## src/rtl/teletext_frame_scanner.sv

```systemverilog
// rtl/teletext_frame_scanner.sv - scans a COLUMNS x ROWS character framebuffer into a teletext character stream plus timing strobes.
// Optional TELETEXT_FRAME_SCANNER_FRAME_COUNT_EN adds a 6-bit frame_count output for blink timing.
module teletext_frame_scanner #(
    parameter int COLUMNS           = 40,
    parameter int ROWS              = 25,
    parameter int SCANLINES_PER_ROW = 10,
    parameter int BLANK_CYCLES      = 8,
    parameter int ADDR_WIDTH        = 10
) (
    input  logic                  clk,
    input  logic                  clk__enable,
    input  logic                  reset,
    input  logic                  enable,
    input  logic                  smoothe_mode,
    output logic                  fb_select,
    output logic [ADDR_WIDTH-1:0] fb_address,
    input  logic [6:0]            fb_data,
    output logic                  character__valid,
    output logic [6:0]            character__character,
    output logic                  timings__restart_frame,
    output logic                  timings__end_of_scanline,
    output logic                  timings__first_scanline_of_row,
    output logic                  timings__smoothe,
`ifdef TELETEXT_FRAME_SCANNER_FRAME_COUNT_EN
    output logic [5:0]            frame_count,
`endif
    output logic [1:0]            timings__interpolate_vertical
);

    localparam int COL_W   = (COLUMNS > 1) ? $clog2(COLUMNS) : 1;
    localparam int ROW_W   = $clog2(ROWS + 1);
    localparam int LINE_W  = $clog2(2 * SCANLINES_PER_ROW);
    localparam int BLANK_W = $clog2(BLANK_CYCLES);

    typedef enum logic [2:0] {IDLE, FRAME_START, FETCH, DRAIN, LINE_END, BLANK} state_t;

    state_t                state_q, state_d;
    logic [COL_W-1:0]      col_q, col_d;
    logic [ROW_W-1:0]      row_q, row_d;
    logic [ADDR_WIDTH-1:0] row_base_q, row_base_d;
    logic [LINE_W-1:0]     scanline_q, scanline_d;
    logic [LINE_W-1:0]     last_line;
    logic [BLANK_W-1:0]    blank_q, blank_d;
    logic                  drain_q, drain_d;
    logic                  fb_select_q, fb_select_d;
    logic [ADDR_WIDTH-1:0] fb_address_q, fb_address_d;
    logic                  rd_pending_q, rd_pending_d;
    logic                  char_valid_q, char_valid_d;
    logic [6:0]            char_q, char_d;
    logic                  restart_q, restart_d;
    logic                  eos_q, eos_d;
    logic                  first_q, first_d;
    logic                  smoothe_q, smoothe_d;
    logic [1:0]            interp_q, interp_d;
    logic [5:0]            frame_count_q, frame_count_d;

    always_comb begin
        state_d       = state_q;
        col_d         = col_q;
        row_d         = row_q;
        row_base_d    = row_base_q;
        scanline_d    = scanline_q;
        blank_d       = blank_q;
        drain_d       = drain_q;
        smoothe_d     = smoothe_q;
        frame_count_d = frame_count_q;
        last_line     = smoothe_q ? LINE_W'(2 * SCANLINES_PER_ROW - 1)
                                  : LINE_W'(SCANLINES_PER_ROW - 1);

        case (state_q)
            IDLE: begin
                if (enable) state_d = FRAME_START;
            end
            FRAME_START: begin
                frame_count_d = frame_count_q + 6'd1;
                state_d       = FETCH;
            end
            FETCH: begin
                if (col_q == COL_W'(COLUMNS - 1)) begin
                    col_d   = '0;
                    drain_d = 1'b0;
                    state_d = DRAIN;
                end else begin
                    col_d = col_q + COL_W'(1);
                end
            end
            DRAIN: begin
                if (drain_q) begin
                    drain_d = 1'b0;
                    state_d = LINE_END;
                end else begin
                    drain_d = 1'b1;
                end
            end
            LINE_END: begin
                if (scanline_q == last_line) begin
                    scanline_d = '0;
                    row_d      = row_q + ROW_W'(1);
                    row_base_d = row_base_q + ADDR_WIDTH'(COLUMNS);
                end else begin
                    scanline_d = scanline_q + LINE_W'(1);
                end
                blank_d = '0;
                state_d = BLANK;
            end
            BLANK: begin
                if (blank_q == BLANK_W'(BLANK_CYCLES - 1)) begin
                    blank_d = '0;
                    if (row_q != ROW_W'(ROWS)) state_d = FETCH;
                    else if (enable)           state_d = FRAME_START;
                    else                       state_d = IDLE;
                end else begin
                    blank_d = blank_q + BLANK_W'(1);
                end
            end
            default: state_d = IDLE;
        endcase

        // Frame parameters are latched on entry so they are visible during the FRAME_START cycle itself.
        if (state_d == FRAME_START) begin
            row_d      = '0;
            scanline_d = '0;
            row_base_d = '0;
            smoothe_d  = smoothe_mode;
        end

        // Outputs are registered from next-state values so they line up with the state they describe.
        fb_select_d  = (state_d == FETCH);
        fb_address_d = row_base_d + ADDR_WIDTH'(col_d);
        rd_pending_d = fb_select_q;
        char_valid_d = rd_pending_q;
        char_d       = rd_pending_q ? fb_data : char_q;
        restart_d    = (state_d == FRAME_START);
        eos_d        = (state_d == LINE_END);
        first_d      = (state_d != IDLE) && (scanline_d == '0);
        interp_d     = ((state_d != IDLE) && smoothe_d && scanline_d[0]) ? 2'b01 : 2'b00;
    end

    always_ff @(posedge clk) begin
        if (reset) begin
            state_q       <= IDLE;
            col_q         <= '0;
            row_q         <= '0;
            row_base_q    <= '0;
            scanline_q    <= '0;
            blank_q       <= '0;
            drain_q       <= 1'b0;
            fb_select_q   <= 1'b0;
            fb_address_q  <= '0;
            rd_pending_q  <= 1'b0;
            char_valid_q  <= 1'b0;
            char_q        <= '0;
            restart_q     <= 1'b0;
            eos_q         <= 1'b0;
            first_q       <= 1'b0;
            smoothe_q     <= 1'b0;
            interp_q      <= 2'b00;
            frame_count_q <= '0;
        end else if (clk__enable) begin
            state_q       <= state_d;
            col_q         <= col_d;
            row_q         <= row_d;
            row_base_q    <= row_base_d;
            scanline_q    <= scanline_d;
            blank_q       <= blank_d;
            drain_q       <= drain_d;
            fb_select_q   <= fb_select_d;
            fb_address_q  <= fb_address_d;
            rd_pending_q  <= rd_pending_d;
            char_valid_q  <= char_valid_d;
            char_q        <= char_d;
            restart_q     <= restart_d;
            eos_q         <= eos_d;
            first_q       <= first_d;
            smoothe_q     <= smoothe_d;
            interp_q      <= interp_d;
            frame_count_q <= frame_count_d;
        end
    end

    assign fb_select                      = fb_select_q;
    assign fb_address                     = fb_address_q;
    assign character__valid               = char_valid_q;
    assign character__character           = char_q;
    assign timings__restart_frame         = restart_q;
    assign timings__end_of_scanline       = eos_q;
    assign timings__first_scanline_of_row = first_q;
    assign timings__smoothe               = smoothe_q;
    assign timings__interpolate_vertical  = interp_q;

`ifdef TELETEXT_FRAME_SCANNER_FRAME_COUNT_EN
    assign frame_count = frame_count_q;
`else
    logic unused_frame_count;
    assign unused_frame_count = ^frame_count_q;
`endif

endmodule

```

## config.mk

```make
export PLATFORM = sky130hd
export DESIGN_NAME = teletext_frame_scanner
export DESIGN_NICKNAME = d
export VERILOG_FILES = /design/src/rtl/teletext_frame_scanner.sv
export SDC_FILE = /design/constraint.sdc
export NUM_CORES = 1
export LEC_CHECK = 0
export ABC_CLOCK_PERIOD_IN_PS = 4000
export BUFFER_PORTS_ARGS = -buffer_cell sky130_fd_sc_hd__buf_2
export CORE_MARGIN = 2
export CORE_UTILIZATION = 35
export DETAILED_ROUTE_END_ITERATION = 10
export PLACE_DENSITY_LB_ADDON = 0.3
export REMOVE_ABC_BUFFERS = 1
export SLEW_MARGIN = 15
export SYNTH_ARGS = -nofsm -noshare
export SYNTH_HDL_FRONTEND = slang
export SYNTH_SLANG_ARGS = --single-unit
```

## constraint.sdc

```tcl
create_clock -name clk -period 4 [get_ports clk]
set_clock_uncertainty 0.05 [all_clocks]
set_input_delay 1 -clock clk [delete_from_list [all_inputs] [get_ports clk]]
set_output_delay 1 -clock clk [all_outputs]
set_load 0.01 [all_outputs]
```

Yosys cells after proc, flatten, opt, wreduce, memory -nomap -nowiden

Cells that the tools add are included.

Bits in registers: 59
Input port bits: 12
Output and inout port bits: 25

Add/sub/neg operators: 6
Equal/unequal tests: 13
Muxes and demuxes: 26
Reduce and logical (&&, ||, !) cells: 14

Operators by type and width:

| operator                                                               | count |
|---|---|
| 5-bit 2-to-1 mux                                                       | 7 |
| 10-bit 2-to-1 mux                                                      | 3 |
| 3-bit case mux with 6 select lines                                     | 1 |
| 3-bit 2-to-1 mux                                                       | 5 |
| 3-bit equality test (second input constant)                            | 4 |
| 6-bit 2-to-1 mux                                                       | 2 |
| 10-bit by 6-bit adder with 10-bit output                               | 1 |
| 10-bit by 6-bit adder with 10-bit output (second input constant)       | 1 |
| 5-bit by 1-bit adder with 5-bit output (second input constant)         | 2 |
| 3-bit by 2-bit equality test with 1-bit output (second input constant) | 3 |
| 2-bit nonzero test                                                     | 4 |
| 6-bit by 1-bit adder with 6-bit output (second input constant)         | 1 |
| 3-bit by 1-bit equality test with 1-bit output (second input constant) | 2 |
| 6-bit equality test (second input constant)                            | 1 |
| 3-bit case mux with 2 select lines                                     | 1 |
| 3-bit AND reduction                                                    | 2 |
| 5-bit equality test                                                    | 1 |
| 5-bit logical NOT                                                      | 1 |
| 1-bit 2-to-1 mux                                                       | 5 |
| 5-bit != test (second input constant)                                  | 1 |
| 2-bit AND reduction                                                    | 2 |
| 3-bit by 1-bit adder with 3-bit output (second input constant)         | 1 |
| 1-bit logical AND                                                      | 3 |
| 3-bit logical NOT                                                      | 1 |
| 4 further kinds                                                        | 4 |

Longest topological paths before layout

Word-level depth: 9
Mapped depth: 15

Worst setup path after synthesis

OpenSTA, ideal clock, no wires.

Path type: input to register
Start: in enable
End: reg fb_address_q[8] (netlist: fb_address[8])
Data arrival time: 3.214 ns
Slack: 0.619 ns
Stages on the path: 12
Cells stage by stage: nand2_1 -> nor2_1 -> clkbuf_1 -> nor2b_1 -> ha_1 -> fa_1 -> a21o_1 -> a21oi_1 -> o21ai_0 -> o21ai_1 -> xnor2_1 -> a22o_1

Longest elaborated chain between the ends: 7
Elaborated cells between the ends (all ways): 8
Those cells by class: 1 x add/sub; 1 x eq/ne; 6 x mux

Ends and longest elaborated chain:

| item                                             | RTL line | text |
|---|---|---|
| start, declared                                  | 13       | `input logic enable,` |
| 1-bit 2-to-1 mux                                 | 110      | `else if (enable) state_d = FRAME_START;` |
| 2-bit 2-to-1 mux                                 | 109      | `if (row_q != ROW_W'(ROWS)) state_d = FETCH;` |
| 3-bit 2-to-1 mux                                 | 107      | `if (blank_q == BLANK_W'(BLANK_CYCLES - 1)) begin` |
| 3-bit case mux with 6 select lines *             | 70       | `case (state_q)` |
| 3-bit by 1-bit equality test with 1-bit output * | 120      | `if (state_d == FRAME_START) begin` |
| 10-bit 2-to-1 mux *                              | 120      |  |
| via row_base_d[0]                                | 40       | `logic [ADDR_WIDTH-1:0] row_base_q, row_base_d;` |
| 10-bit by 6-bit adder with 10-bit output *       | 129      | `fb_address_d = row_base_d + ADDR_WIDTH'(col_d);` |
| end signal, assigned                             | 168      | `fb_address_q <= fb_address_d;` |
| end, declared                                    | 46       | `logic [ADDR_WIDTH-1:0] fb_address_q, fb_address_d;` |

Mark *: on every way through the listed nets, which the timed path passes. The rest lies on a longest branch.
A chain may end at the register's enable or synchronous reset.

Worst setup path in the final report

Start: reg scanline_q[3]
End: reg fb_address_q[9] (netlist: fb_address[9])

Longest elaborated chain between the ends: 5

Ends and longest elaborated chain:

| item                                     | RTL line | text |
|---|---|---|
| start, declared                          | 41       | `logic [LINE_W-1:0] scanline_q, scanline_d;` |
| start signal, assigned                   | 164      | `scanline_q <= scanline_d;` |
| 5-bit equality test                      | 96       | `if (scanline_q == last_line) begin` |
| 10-bit 2-to-1 mux                        | 96       |  |
| 10-bit 2-to-1 mux                        | 70       |  |
| 10-bit 2-to-1 mux                        | 120      |  |
| via row_base_d[5]                        | 40       |  |
| 10-bit by 6-bit adder with 10-bit output | 129      |  |

The timed path passes the listed nets, and every way through them passes these cells.

==> results.py <==
metrics = {
    "run_status": {
        "outcome": "completed",
    },
    "sta": {
        "grt_setup_unrepaired": "false",
        "fin_crit_ps": 3290,
        "fin_tns_setup_ps": 0,
        "worst_slew_pin_slew_ps": 748,
        "slew_violations": 0,
        "hold_viol_final": 0,
        "slew_headroom": 0.498,
        "min_period_over_period": 0.822,
        "fmax_mhz": 304,
        "setup_violations": 0,
    },
    "critical_path": {
        "reg2reg_from": "scanline_q[3]",
        "crit_slowest_cell": "dfxtp_1",
        "required_ps": 4190,
        "path_max_fanout": 14,
        "cp.arrival_ps": 3470,
        "reg2reg_depth": 12,
        "endpoint_kind": "register",
        "critPathMaxStageDelay_ps": 530,
        "crit-reg2reg-capture": "fb_address[9]",
        "crit_type": "reg -> reg",
        "rrSetupSlack_ps": 710,
        "crit_top_cell": "nor2_1",
        "start_kind": "register",
        "path_cells": "or4b_4 > a211o_1 > nor2_1 > xnor2_1 > nor2_1 > ha_1 > nor2_1 > nor2_1 > and2_1 > o211ai_2 > xnor2_1 > a22o_1",
    },
    "power_and_ir_drop": {
        "power_frac_comb": 0.065,
        "power_density_mw_per_mm2": 371,
        "clockPowerShare": 0.517,
        "p_switching_w": 0.000311,
        "pwr-share-seq": 0.418,
        "vdd_drop_max_uv": 171,
        "switching_share": 0.219,
        "finalPower_w": 0.00142,
        "p_int_w": 0.00111,
        "power_leakage_nw": 1.52,
    },
    "synth": {
        "synth_warnings": 0,
        "syn_inst": 424,
        "synth-seq-area-share": 0.350,
        "synth_cell_types": 59,
        "synth_area_mm2": 0.00332,
        "synth-edff-count": 0,
        "ys.flop_type": "dfxtp_1",
        "syn_avg_cell_area_um2": 7.82,
        "synth-async-reset-ratio": 0,
        "synth_seq_cells": 58,
    },
    "clocking": {
        "cts.sinks": 58,
        "cts_resized": 0,
        "insertion_delay_ps": 340,
        "clock_path_buffers": 2,
        "cts_root_buf": "clkbuf_8",
        "h-tree-depth": 3,
        "cts_hold_buf": 0,
        "numCtsBuffers": 9,
        "clkSlewWorstSetupHoldPaths_ps": 70,
        "cts_tree": "done",
        "cts_setup_buffers": 0,
    },
    "min_path": {
        "whs_path_depth": 2,
        "hold_end": "character__character[5]",
        "hold_path_class": "reg -> reg",
        "hold_start": "character__character[5]",
    },
    "die": {
        "core_mm2": 0.00920,
        "dieArea_mm2": 0.0103,
        "start_util": 0.361,
        "die_w_um": 101,
        "die_h_um": 101,
        "io_pins": 37,
        "rows": 35,
    },
    "placed_design": {
        "gp_congestion": 0.822,
        "dpl_cell_area_mm2": 0.00357,
        "dpl.hpwl_um": 5290,
        "port_buffers": 35,
    },
    "grt": {
        "grt_max_degree": 42,
        "antenna_found_initial": 0,
        "grt_pass1_wl_um": 13400,
        "track_usage": 0.162,
        "grt_overflow": 0,
        "first_global_vias": 2893,
    },
    "final_layout": {
        "multiInputGateArea_mm2": 0.00202,
        "nets": 475,
        "drive_gt1_frac": 0.143,
        "fill_cells": 925,
        "area_growth_pct": 15.6,
        "diodes": 0,
        "ff_latch_area_mm2": 0.00116,
        "design_area_mm2": 0.00383,
        "final_cell_mix": "nor2_1, dfxtp_1, nand2_1, a21oi_1, buf_2",
    },
    "routing": {
        "wl_per_cell_um": 13.5,
        "dr.pass1.iters": 4,
        "drt_iter0_markers": 113,
        "vias_per_cell": 5.37,
        "drt_wl_total_um": 7620,
        "drtAntennaViolNets": 0,
        "vias": 3036,
        "drc": 0,
    },
    "job": {
        "maxCapViolCount": 0,
    },
}
-- cell families after synthesis --
family                     share of synthesized area
and+or+nand+nor                                0.276
AOI/OAI and AO/OA                              0.198
DFF                                            0.350
buffers and inverters                         0.0419
xor gates and xnor gates                      0.0502
adders and majority gates                     0.0551
muxes                                         0.0272
other                                        0.00113
-- layer usage --
| layer | track usage | vias to the layer above | wire length [um] |
|---|---|---|---|
| li1 | - | 1555 | - |
| met1 | 0.220 | 1402 | 3910 |
| met2 | 0.250 | 68 | 3230 |
| met3 | 0.0338 | 11 | 355 |
| met4 | 0.0655 | 0 | 125 |
| met5 | 0 | - | 0 |
-- synthesized netlist by cell type (5+ instances only) --
| library cell | count | area share |
|---|---|---|
| dfxtp_1 | 58 | 0.35 |
| inv_1 | 6 | 0.0068 |
| xnor2_1 | 14 | 0.037 |
| nand2_1 | 41 | 0.046 |
| nand3_1 | 15 | 0.023 |
| nor3_1 | 14 | 0.021 |
| buf_1 | 5 | 0.0057 |
| mux2i_1 | 9 | 0.027 |
| xor2_1 | 5 | 0.013 |
| and2_1 | 8 | 0.015 |
| nor2_1 | 58 | 0.066 |
| ha_1 | 13 | 0.049 |
| nand4_1 | 6 | 0.011 |
| nor2b_1 | 7 | 0.013 |
| clkbuf_1 | 21 | 0.024 |
| o21ai_0 | 25 | 0.038 |
| a21oi_1 | 41 | 0.062 |
-- critical path, delay by kind of cell, from the launching register on --
| family | cells | cell delay, ps |
|---|---|---|
| AND/OR/NAND/NOR | 6 | 1180 |
| flip-flops | 1 | 530 |
| adder cells (fa/ha/maj) | 1 | 340 |
| AO/OA/AOI/OAI | 3 | 800 |
| XOR/XNOR | 2 | 270 |
-- metrics by stage --
step	hold WS (ps)	setup slack, ps	utilization	std cells
floorplan	371	606	-	396
global placement	391	691	0.388	549
detailed placement	390	620	0.388	549
CTS	408	699	0.417	565
global route	431	349	0.417	565
finish	404	712	0.417	565
-- registers in the layout (all words and copies together), names as in the netlist, 3 cells and up --
name                  count
state_q                   3
blank_q                   3
scanline_q                5
col_q                     6
row_base_q               10
character__character      7
row_q                     5
fb_address               10
-- worst max path at each step --
| stage | start | to | slack [ps] |
|---|---|---|---|
| after floorplan | enable | fb_address[8] | 610 |
| after CTS | blank_q[0] | fb_address[7] | 700 |
| after global routing | blank_q[0] | fb_address[6] | 350 |
| after global placement | enable | fb_address[6] | 690 |
| final | scanline_q[3] | fb_address[9] | 710 |
| after detailed placement | enable | fb_address[7] | 620 |
-- layout make-up --
cell class | count | area share
multi-input cells | 332 | 0.526
flip-flops and latches | 58 | 0.303
repair buffers | 42 | 0.0594
clock buffers | 11 | 0.0369
well taps | 111 | 0.0362
clock inverters | 5 | 0.0326
inverters | 6 | 0.00588
-- power by group through the flow --
stage / Sequential (W) / Combinational, W / Clock (W)
6_report: 0.000594 / 0.0000917 / 0.000735
3_3_place_gp: 0.000607 / 0.0000913 / 0
2_1_floorplan: 0.000607 / 0.0000463 / 0
4_1_cts: 0.000594 / 0.0000920 / 0.000752
5_1_grt: 0.000595 / 0.000103 / 0.000784
3_5_place_dp: 0.000607 / 0.0000917 / 0
Note: power is estimated with default switching activity, not from simulation.
